File: config.mk
export PLATFORM = sky130hd
export DESIGN_NAME = srv32_mem_arbiter_flat
export DESIGN_NICKNAME = d
export VERILOG_FILES = /design/src/rtl/srv32_mem_arbiter_if.sv /design/src/rtl/srv32_mem_arbiter.sv /design/src/flat_wrapper.sv
export SDC_FILE = /design/constraint.sdc
export NUM_CORES = 1
export LEC_CHECK = 0
export ABC_AREA = 1
export CAP_MARGIN = 20
export CORE_UTILIZATION = 35
export CTS_CLUSTER_SIZE = 20
export DETAILED_ROUTE_END_ITERATION = 6
export GPL_ROUTABILITY_DRIVEN = 1
export PLACE_DENSITY = 0.88
export SYNTH_ARGS = -nofsm -noshare
export SYNTH_HDL_FRONTEND = slang
export SYNTH_SLANG_ARGS = --single-unit
File: constraint.sdc
create_clock -name clk -period 1.9 [get_ports clk]
set_input_delay 0.38 -clock clk [delete_from_list [all_inputs] [get_ports clk]]
set_output_delay 0.38 -clock clk [all_outputs]
set_load 0.1 [all_outputs]
File: src/rtl/srv32_mem_arbiter_if.sv
// rtl/srv32_mem_arbiter_if.sv - signal bundle between fetch/data requesters, arbiter and shared memory
interface srv32_mem_arbiter_if;
   // instruction-fetch requester
   logic        i_req;
   logic [31:0] i_addr;
   logic        i_gnt;
   logic        i_rvalid;
   logic [31:0] i_rdata;
   logic        i_err;
   // data requester
   logic        d_req;
   logic        d_we;
   logic [31:0] d_addr;
   logic [31:0] d_wdata;
   logic [3:0]  d_wstrb;
   logic        d_gnt;
   logic        d_rvalid;
   logic [31:0] d_rdata;
   logic        d_err;
   // shared memory bus
   logic        m_req;
   logic        m_we;
   logic [31:0] m_addr;
   logic [31:0] m_wdata;
   logic [3:0]  m_wstrb;
   logic        m_gnt;
   logic        m_rvalid;
   logic [31:0] m_rdata;
   logic        m_err;
   // arbiter status
   logic        busy;

   // arbiter view: it masters the shared memory bus
   modport master (
      input  i_req, i_addr,
      input  d_req, d_we, d_addr, d_wdata, d_wstrb,
      input  m_gnt, m_rvalid, m_rdata, m_err,
      output i_gnt, i_rvalid, i_rdata, i_err,
      output d_gnt, d_rvalid, d_rdata, d_err,
      output m_req, m_we, m_addr, m_wdata, m_wstrb,
      output busy
   );

   // environment view: requesters and the memory itself
   modport slave (
      output i_req, i_addr,
      output d_req, d_we, d_addr, d_wdata, d_wstrb,
      output m_gnt, m_rvalid, m_rdata, m_err,
      input  i_gnt, i_rvalid, i_rdata, i_err,
      input  d_gnt, d_rvalid, d_rdata, d_err,
      input  m_req, m_we, m_addr, m_wdata, m_wstrb,
      input  busy
   );
endinterface

File: src/rtl/srv32_mem_arbiter.sv
// rtl/srv32_mem_arbiter.sv - two-requester round-robin arbiter onto one memory bus, single outstanding transaction
module srv32_mem_arbiter #(
   parameter int TIMEOUT_CYC = 255
) (
   input  logic                clk,
   input  logic                resetb,
   srv32_mem_arbiter_if.master bus
);

   typedef enum logic [1:0] {
      IDLE,
      WAIT_GNT,
      WAIT_RSP
   } state_t;

   // timeout fires in the WAIT_RSP cycle that would be the TIMEOUT_CYC-th without a response
   localparam logic       TMO_EN   = (TIMEOUT_CYC != 0);
   localparam logic [7:0] TMO_LAST = TMO_EN ? 8'(TIMEOUT_CYC - 1) : 8'd0;

   state_t      state;
   logic        owner_d;    // 1: data port owns the transaction, 0: fetch port
   logic        last_d;     // 1: data port was granted most recently
   logic [7:0]  tmo_cnt;
   logic        m_req_q;
   logic        m_we_q;
   logic [31:0] m_addr_q;
   logic [31:0] m_wdata_q;
   logic [3:0]  m_wstrb_q;

   logic        pick_d;
   logic        tmo_hit;
   logic        gnt_fire;
   logic        rsp_fire;
   logic        i_fire;
   logic        d_fire;
   logic [31:0] rsp_data;
   logic        rsp_err;

   // data wins when alone, or on conflict when fetch was granted last
   assign pick_d   = bus.d_req & (~bus.i_req | ~last_d);
   assign tmo_hit  = TMO_EN & (tmo_cnt == TMO_LAST);
   assign gnt_fire = (state == WAIT_GNT) & bus.m_gnt;
   // a real response in the timeout cycle takes priority over the forced error
   assign rsp_fire = (state == WAIT_RSP) & (bus.m_rvalid | tmo_hit);
   assign rsp_data = bus.m_rvalid ? bus.m_rdata : 32'h0;
   assign rsp_err  = bus.m_rvalid ? bus.m_err : 1'b1;
   assign i_fire   = rsp_fire & ~owner_d;
   assign d_fire   = rsp_fire & owner_d;

   assign bus.i_gnt    = gnt_fire & ~owner_d;
   assign bus.i_rvalid = i_fire;
   assign bus.i_rdata  = i_fire ? rsp_data : 32'h0;
   assign bus.i_err    = i_fire & rsp_err;
   assign bus.d_gnt    = gnt_fire & owner_d;
   assign bus.d_rvalid = d_fire;
   assign bus.d_rdata  = d_fire ? rsp_data : 32'h0;
   assign bus.d_err    = d_fire & rsp_err;

   assign bus.m_req   = m_req_q;
   assign bus.m_we    = m_we_q;
   assign bus.m_addr  = m_addr_q;
   assign bus.m_wdata = m_wdata_q;
   assign bus.m_wstrb = m_wstrb_q;
   assign bus.busy    = (state != IDLE);

   // arbitration, capture of the owner's request and response tracking
   always_ff @(posedge clk or negedge resetb) begin
      if (!resetb) begin
         state     <= IDLE;
         owner_d   <= 1'b0;
         last_d    <= 1'b0;
         tmo_cnt   <= 8'd0;
         m_req_q   <= 1'b0;
         m_we_q    <= 1'b0;
         m_addr_q  <= 32'h0;
         m_wdata_q <= 32'h0;
         m_wstrb_q <= 4'h0;
      end else begin
         case (state)
            IDLE: begin
               if (bus.i_req | bus.d_req) begin
                  owner_d   <= pick_d;
                  m_req_q   <= 1'b1;
                  m_we_q    <= pick_d & bus.d_we;
                  m_addr_q  <= pick_d ? bus.d_addr : bus.i_addr;
                  m_wdata_q <= pick_d ? bus.d_wdata : 32'h0;
                  m_wstrb_q <= (pick_d & bus.d_we) ? bus.d_wstrb : 4'h0;
                  state     <= WAIT_GNT;
               end
            end
            WAIT_GNT: begin
               if (bus.m_gnt) begin
                  m_req_q <= 1'b0;
                  last_d  <= owner_d;
                  tmo_cnt <= 8'd0;
                  state   <= WAIT_RSP;
               end
            end
            WAIT_RSP: begin
               if (rsp_fire) begin
                  state <= IDLE;
               end else begin
                  tmo_cnt <= tmo_cnt + 8'd1;
               end
            end
            default: state <= IDLE;
         endcase
      end
   end

endmodule

File: src/flat_wrapper.sv
// flat-port wrapper written by rule: the top's interface ports become plain ports
module srv32_mem_arbiter_flat 
#(
   parameter int TIMEOUT_CYC = 255
)
  (clk, resetb, bus_i_req, bus_i_addr, bus_d_req, bus_d_we, bus_d_addr, bus_d_wdata, bus_d_wstrb, bus_m_gnt, bus_m_rvalid, bus_m_rdata, bus_m_err, bus_i_gnt, bus_i_rvalid, bus_i_rdata, bus_i_err, bus_d_gnt, bus_d_rvalid, bus_d_rdata, bus_d_err, bus_m_req, bus_m_we, bus_m_addr, bus_m_wdata, bus_m_wstrb, bus_busy);
  srv32_mem_arbiter_if bus_i ();
  input  logic clk;
  input  logic resetb;
  input wire logic [$bits(bus_i.i_req)-1:0] bus_i_req;
  input wire logic [$bits(bus_i.i_addr)-1:0] bus_i_addr;
  input wire logic [$bits(bus_i.d_req)-1:0] bus_d_req;
  input wire logic [$bits(bus_i.d_we)-1:0] bus_d_we;
  input wire logic [$bits(bus_i.d_addr)-1:0] bus_d_addr;
  input wire logic [$bits(bus_i.d_wdata)-1:0] bus_d_wdata;
  input wire logic [$bits(bus_i.d_wstrb)-1:0] bus_d_wstrb;
  input wire logic [$bits(bus_i.m_gnt)-1:0] bus_m_gnt;
  input wire logic [$bits(bus_i.m_rvalid)-1:0] bus_m_rvalid;
  input wire logic [$bits(bus_i.m_rdata)-1:0] bus_m_rdata;
  input wire logic [$bits(bus_i.m_err)-1:0] bus_m_err;
  output wire logic [$bits(bus_i.i_gnt)-1:0] bus_i_gnt;
  output wire logic [$bits(bus_i.i_rvalid)-1:0] bus_i_rvalid;
  output wire logic [$bits(bus_i.i_rdata)-1:0] bus_i_rdata;
  output wire logic [$bits(bus_i.i_err)-1:0] bus_i_err;
  output wire logic [$bits(bus_i.d_gnt)-1:0] bus_d_gnt;
  output wire logic [$bits(bus_i.d_rvalid)-1:0] bus_d_rvalid;
  output wire logic [$bits(bus_i.d_rdata)-1:0] bus_d_rdata;
  output wire logic [$bits(bus_i.d_err)-1:0] bus_d_err;
  output wire logic [$bits(bus_i.m_req)-1:0] bus_m_req;
  output wire logic [$bits(bus_i.m_we)-1:0] bus_m_we;
  output wire logic [$bits(bus_i.m_addr)-1:0] bus_m_addr;
  output wire logic [$bits(bus_i.m_wdata)-1:0] bus_m_wdata;
  output wire logic [$bits(bus_i.m_wstrb)-1:0] bus_m_wstrb;
  output wire logic [$bits(bus_i.busy)-1:0] bus_busy;
  assign bus_i.i_req = bus_i_req;
  assign bus_i.i_addr = bus_i_addr;
  assign bus_i.d_req = bus_d_req;
  assign bus_i.d_we = bus_d_we;
  assign bus_i.d_addr = bus_d_addr;
  assign bus_i.d_wdata = bus_d_wdata;
  assign bus_i.d_wstrb = bus_d_wstrb;
  assign bus_i.m_gnt = bus_m_gnt;
  assign bus_i.m_rvalid = bus_m_rvalid;
  assign bus_i.m_rdata = bus_m_rdata;
  assign bus_i.m_err = bus_m_err;
  assign bus_i_gnt = bus_i.i_gnt;
  assign bus_i_rvalid = bus_i.i_rvalid;
  assign bus_i_rdata = bus_i.i_rdata;
  assign bus_i_err = bus_i.i_err;
  assign bus_d_gnt = bus_i.d_gnt;
  assign bus_d_rvalid = bus_i.d_rvalid;
  assign bus_d_rdata = bus_i.d_rdata;
  assign bus_d_err = bus_i.d_err;
  assign bus_m_req = bus_i.m_req;
  assign bus_m_we = bus_i.m_we;
  assign bus_m_addr = bus_i.m_addr;
  assign bus_m_wdata = bus_i.m_wdata;
  assign bus_m_wstrb = bus_i.m_wstrb;
  assign bus_busy = bus_i.busy;
  srv32_mem_arbiter #(.TIMEOUT_CYC(TIMEOUT_CYC)) u_core (.clk(clk), .resetb(resetb), .bus(bus_i));
endmodule
==> flow_summary.yaml, run 1 <==
drt:
  vias: 4643
  ant_nets: 0
  drt_first_iter_violations: 310
  drt-pass1-iter-count: 4
  vias_per_cell: 5.08
  wl_um: 16700
  routedWlPerCell_um: 18.3
  drc: 0
layout:
  layout.cells.non_filler: 914
  drive_gt1_frac: 0.364
  layout_commonest_cell: "clkdlybuf4s50_1"
  num-fill-cells: 635
  mostFrequentLayoutCells: "clkdlybuf4s50_1, nand2_1, buf_4"
  synthToLayoutAreaGrowth_pct: 118
  multi_input_area_um2: 2200
  register_area_um2: 2050
  design.final.nets: 910
sta:
  finalWorstSetupSlack_ns: -0.591
  worst-slew-pin-transition_ns: 0.562
  layout_min_cycle_time_ns: 2.49
  maxSlewHeadroom: 0.625
  fin_worst_skew_ns: 0.0104
  period_share: 1.31
  finalHoldViolCount: 0
  clock.fmax_ghz: 0.401
  rsz0062_at_grt: "true"
  maxSlewViolCount: 0
  setup_violations: 68
floorplan:
  dieWidth_um: 108
  num_rows: 38
  core_um2: 10900
  fp.dieH_um: 108
  dieArea_um2: 11700
  start_util: 0.362
  io_pins: 281
placement:
  dp_hpwl_um: 12200
  portBuffers: 280
  preCtsSetupSlack_ns: -0.285
  placed_cells: 887
  gp_congestion: 0.884
critical_path:
  cp_slowest_cell: "dfrtp_1"
  slowest_delay_ns: 0.39
  crit_required_ns: 1.52
  worstSetupPathType: "reg -> out"
  startpoint_type: "register"
  critPathCaptureType: "output port"
  path_cells: "inv_2, ha_4, nand2_2, nor2_2, nand2_2, nand2_2, nand2_4, nor2_4, inv_6, buf_16, nor2_4, buf_12"
  cp_max_fo: 9
  critPathArrivalTime_ns: 2.11
  worst_path_most_repeated_cell: "nand2_2"
global_routing:
  grt_first_pass_wirelength_um: 25000
  grt_overflow: 0
  grt_start_max_net_pins: 72
  antenna_found_initial: 2
  grt_pass1_vias: 4640
  grtUsageTotal: 0.284
pwr:
  p_switching_w: 0.00845
  switching_share: 0.597
  p_leak_nw: 3.64
  cellPowerDensity_nw_per_um2: 1650
  p_int_w: 0.00570
  peakVddDrop_mv: 1.60
  p_seq_frac: 0.210
  combPwrFrac: 0.692
  power.share.clock: 0.098
synth:
  syn_nets: 615
  avgSynthCellArea_um2: 8.33
  yosys_warnings: 0
  syn_inst: 473
  ys_ff_latch: 82
  yosysUniqueCellTypes: 23
  yosysSeqAreaShare: 0.521
  netlist_area_um2: 3940
clock_tree:
  clk_latency_ns: 0.36
  h-tree-depth: 3
  cts_root_buffer: "clkbuf_8"
  cts_made_buffers: 9
  clock_sinks: 82
  ctsLongestPathBuffers: 2
  cts_tree: "built"
  clk_pin_slew_ns: 0.08
outcome:
  violations: "negative setup slack"
  outcome: "complete, but fails checks"
worst_hold_path:
  hold_path.class: "reg -> reg"
run:
  maxCapViolCount: 0
## per-stage QoR
stage / total power [W] / TNS [ns] / area, µm² / hold WS (ns) / util
final: 0.0141 / -37.80 / 8580 / 0.484 / 0.788
after global routing: 0.0146 / -43.10 / 8580 / 0.525 / 0.788
after CTS: 0.0141 / -34.85 / 8550 / 0.487 / 0.786
after detailed placement: 0.0126 / -19.08 / 8140 / 0.363 / 0.748
after global placement: 0.0124 / -15.83 / 8140 / 0.351 / 0.748
after floorplan: 0.00992 / -53.94 / 4480 / 0.0844 / -
## sequential cells by signal, summed over array words and instances, names as in the netlist
register            flops
u_core.bus.m_addr      32
u_core.tmo_cnt          8
u_core.bus.m_wstrb      4
u_core.owner_d          1
u_core.state            2
u_core.bus.m_wdata     32
u_core.last_d           1
u_core.bus.m_req        1
u_core.bus.m_we         1
## per-layer routing
| metal | track usage | vias up | share of wire |
|---|---|---|---|
| met3 | 0.0778 | 41 | 0.077 |
| met5 | 0 | - | 0 |
| met1 | 0.302 | 2234 | 0.35 |
| met4 | 0.139 | 0 | 0.038 |
| met2 | 0.514 | 229 | 0.54 |
| li1 | - | 2139 | - |
## cells by family (layout without fill, tap and decap cells)
family / Yosys count / after routing / synth area share
and+or+nand+nor: 232 / 232 / 0.237
AOI/OAI and AO/OA: 108 / 108 / 0.171
DFF: 82 / 82 / 0.521
buffers and inverters: 47 / 346 / 0.0597
adders and majority gates: 2 / 2 / 0.00635
xor gates and xnor gates: 2 / 2 / 0.00445
other: 0 / 2 / 0
## power groups by stage
stage | clock network, W | registers (W) | logic (W)
2_1_floorplan | 0 | 0.00757 | 0.00234
3_3_place_gp | 0 | 0.00293 | 0.00946
3_5_place_dp | 0 | 0.00297 | 0.00963
4_1_cts | 0.00141 | 0.00295 | 0.00977
5_1_grt | 0.00148 | 0.00303 | 0.0101
6_report | 0.00139 | 0.00297 | 0.00979
## final cells by class
type | count | area share
clock inverters | 5 | 0.00919
well taps | 140 | 0.0204
diodes | 2 | 0.000584
flip-flops and latches | 82 | 0.239
clock buffers | 10 | 0.0160
multi-input cells | 344 | 0.256
inverters | 16 | 0.00817
repair buffers | 315 | 0.450
## timing repair
action	4_1_cts	5_1_grt
cloned	5	0
pin swaps	12	0
buffers inserted	2	2
hold endpoints to repair	34	0
endpoints found under the setup margin	68	68
resized for setup	12	1
hold buffers	1	0
## final timing paths
check                                                  startpoint                                  to  slack, ns  cells past startpoint
worst max-delay path                u_core.tmo_cnt[0]$_DFFE_PN0P_                     bus_d_rdata[15]      -0.59                     12
worst min-delay path            u_core.bus.m_wstrb[1]$_DFFE_PN0P_   u_core.bus.m_wstrb[1]$_DFFE_PN0P_       0.48                      2
worst max register to register        u_core.state[0]$_DFFE_PN0P_   u_core.bus.m_addr[31]$_DFFE_PN0P_       0.27                      5
worst min register to register  u_core.bus.m_wstrb[1]$_DFFE_PN0P_   u_core.bus.m_wstrb[1]$_DFFE_PN0P_       0.48                      2
max in group asynchronous                                  resetb  u_core.bus.m_wdata[27]$_DFFE_PN0P_       0.75                      3
min in group asynchronous                                  resetb   u_core.bus.m_addr[29]$_DFFE_PN0P_       0.52                      2
## cells in the mapped netlist
| cell | n | area, µm² |
|---|---|---|
| a22o_1 | 33 | 289 |
| buf_2 | 5 | 25.0 |
| buf_4 | 2 | 15.0 |
| buf_6 | 6 | 67.6 |
| clkbuf_1 | 18 | 67.6 |
| dfrtp_1 | 82 | 2050 |
| ha_1 | 2 | 25.0 |
| inv_1 | 10 | 37.5 |
| inv_2 | 6 | 22.5 |
| nand2_1 | 96 | 360 |
| nand2_2 | 6 | 37.5 |
| nand3_1 | 13 | 65.1 |
| nand3_2 | 1 | 10.0 |
| nor2_1 | 112 | 420 |
| nor2_4 | 3 | 33.8 |
| nor3b_1 | 1 | 7.51 |
| o21ai_0 | 3 | 15.0 |
| o21ai_1 | 68 | 340 |
| o21ai_2 | 1 | 8.76 |
| o21bai_1 | 2 | 15.0 |
| o31ai_1 | 1 | 7.51 |
| xnor2_1 | 1 | 8.76 |
| xor2_1 | 1 | 8.76 |
## worst max-delay path: cells and delay by family, from the launching register on
family	cells	cell delay (ns)
flip-flops	1	0.39
adder cells (fa/ha/maj)	1	0.12
buffers and inverters	4	0.53
AND/OR/NAND/NOR	7	0.70
Note: power is estimated with default switching activity, not from simulation.
==> run 2, diff against run 1 <==
Settings changed: CELL_PAD_IN_SITES_DETAIL_PLACEMENT from default to 1, CELL_PAD_IN_SITES_GLOBAL_PLACEMENT from default to 2, CORE_UTILIZATION 35 to 18.
Clock period 1.9 ns to 2.8 ns, I/O delays scaled along.
==> flow_summary.yaml, run 2 (synthesis gave the netlist of run 1 again) <==
global_routing:
  use_met1: 0.178
  grt.busiest_layer: "met2"
  use_met2: 0.240
  grt_first_pass_wirelength_um: 25300
  use_met3: 0.0537
  grt_overflow: 0
  grt_pass1_vias: 4483
  grt_start_max_net_pins: 72
  grtUsageTotal: 0.146
  antenna_found_initial: 0
critical_path:
  cp_max_fo: 11
  critPathArrivalTime_ns: 2.15
  cp_slowest_cell: "dfrtp_1"
  path_cells: "inv_2, ha_1, nand2_1, nor2_2, nand2_2, nand2_2, nand2_4, nor2_4, inv_8, clkbuf_16, nor2_4, buf_12"
  slowest_delay_ns: 0.40
  crit_required_ns: 2.24
  cp_num_buf_inv: 4
  critPathCaptureType: "output port"
  startpoint_type: "register"
  cp_top_family: "simple AND/OR/NAND/NOR gates"
  r2r-start: "u_core.state[0]$_DFFE_PN0P_"
  startpoint: "u_core.tmo_cnt[0]$_DFFE_PN0P_"
  worstSetupPathType: "reg -> out"
pwr:
  power.share.clock: 0.136
  p_leak_nw: 3.52
  switching_share: 0.590
  p_switching_w: 0.00569
  p_seq_frac: 0.204
  combPwrFrac: 0.660
  cellPowerDensity_nw_per_um2: 1140
  power_w: 0.00965
  p_int_w: 0.00396
  peakVddDrop_mv: 0.865
sta:
  setup_violations: 0
  layout_min_cycle_time_ns: 2.71
  fin_worst_skew_ns: 0.00818
  clock.fmax_ghz: 0.369
  maxSlewViolCount: 0
  maxSlewHeadroom: 0.452
  worst-slew-pin-transition_ns: 0.822
  finalHoldViolCount: 0
  period_share: 0.967
layout:
  utilization: 0.399
  num-fill-cells: 2392
  mostFrequentLayoutCells: "clkdlybuf4s50_1, nand2_1, buf_4"
  stdcell_area_um2: 8480
  layout_commonest_cell: "clkdlybuf4s50_1"
  synthToLayoutAreaGrowth_pct: 115
  antenna_cells: 0
  drive_gt1_frac: 0.346
  design.final.nets: 893
floorplan:
  fp.dieH_um: 150
  num_rows: 53
  dieArea_um2: 22500
  start_util: 0.186
  dieWidth_um: 150
  io_pins: 281
  core_um2: 21200
placement:
  gp_congestion: 0.796
  dp_hpwl_um: 12900
  dpl_cell_area_um2: 8070
  portBuffers: 280
drt:
  drc: 0
  vias: 4408
  drt-pass1-iter-count: 4
  vias_per_cell: 4.28
  ant_nets: 0
  wl_um: 16500
  routedWlPerCell_um: 16.1
  drt_first_iter_violations: 115
clock_tree:
  cts_root_buffer: "clkbuf_16"
  clock_sinks: 82
  clk_latency_ns: 0.34
  h-tree-depth: 3
  clk_pin_slew_ns: 0.07
  cts_tree: "built"
  cts_made_buffers: 9
  ctsLongestPathBuffers: 2
worst_hold_path:
  hold_path.class: "in -> async"
run:
  maxCapViolCount: 0
outcome:
  outcome: "complete, no violations"
run 2: path summary, 6_finish.rpt:
check	endpoint	slack, ns	cells after the start
min in group clk	u_core.bus.m_req$_DFFE_PN0P_	0.48	2
max in group asynchronous	u_core.bus.m_addr[29]$_DFFE_PN0P_	1.93	2
min	u_core.bus.m_addr[0]$_DFFE_PN0P_	0.20	1
max reg2reg	u_core.bus.m_wdata[8]$_DFFE_PN0P_	1.15	4
min reg2reg	u_core.bus.m_req$_DFFE_PN0P_	0.48	2
max	bus_d_rdata[8]	0.09	12
run 2: repair_timing:
| action | in CTS | in global routing |
|---|---|---|
| cloned | 0 | 1 |
| pin swaps | 1 | 1 |
| hold buffers | 0 | 0 |
| setup endpoints to repair | 17 | 58 |
| gates resized for setup | 1 | 7 |
| setup buffers | 0 | 3 |
run 2: power by group through the flow:
stage / Combinational (W) / Clock [W] / Sequential, W
floorplan: 0.00157 / 0 / 0.00513
global placement: 0.00634 / 0 / 0.00198
detailed placement: 0.00640 / 0 / 0.00199
CTS: 0.00640 / 0.00136 / 0.00198
global route: 0.00664 / 0.00140 / 0.00203
finish: 0.00636 / 0.00131 / 0.00197
run 2: layer usage:
metal  up-vias  wire [µm]
met2       210       8000
met1      2082       6740
met4         0        175
met3         9       1630
met5         -          0
li1       2107          -
run 2: metrics by stage:
stage          hold WS (ns)  setup WS, ns  TNS [ns]  cells
6_report              0.198        0.0930         0   1030
5_1_grt               0.234       -0.0264    -0.129   1030
4_1_cts               0.206        0.0138         0   1026
3_5_place_dp          0.470         0.117         0   1011
3_3_place_gp          0.457         0.137         0   1011
2_1_floorplan         0.264        -0.206     -5.56    473
run 2: cell type report:
cell class | count | area, µm² | share of cell area
timing repair buffer | 298 | 3530 | 0.417
multi-input combinational | 344 | 2150 | 0.254
sequential | 82 | 2050 | 0.242
tap | 275 | 344 | 0.0406
clock buffer | 11 | 253 | 0.0298
clock inverter | 4 | 73.8 | 0.00871
inverter | 16 | 70.1 | 0.00827
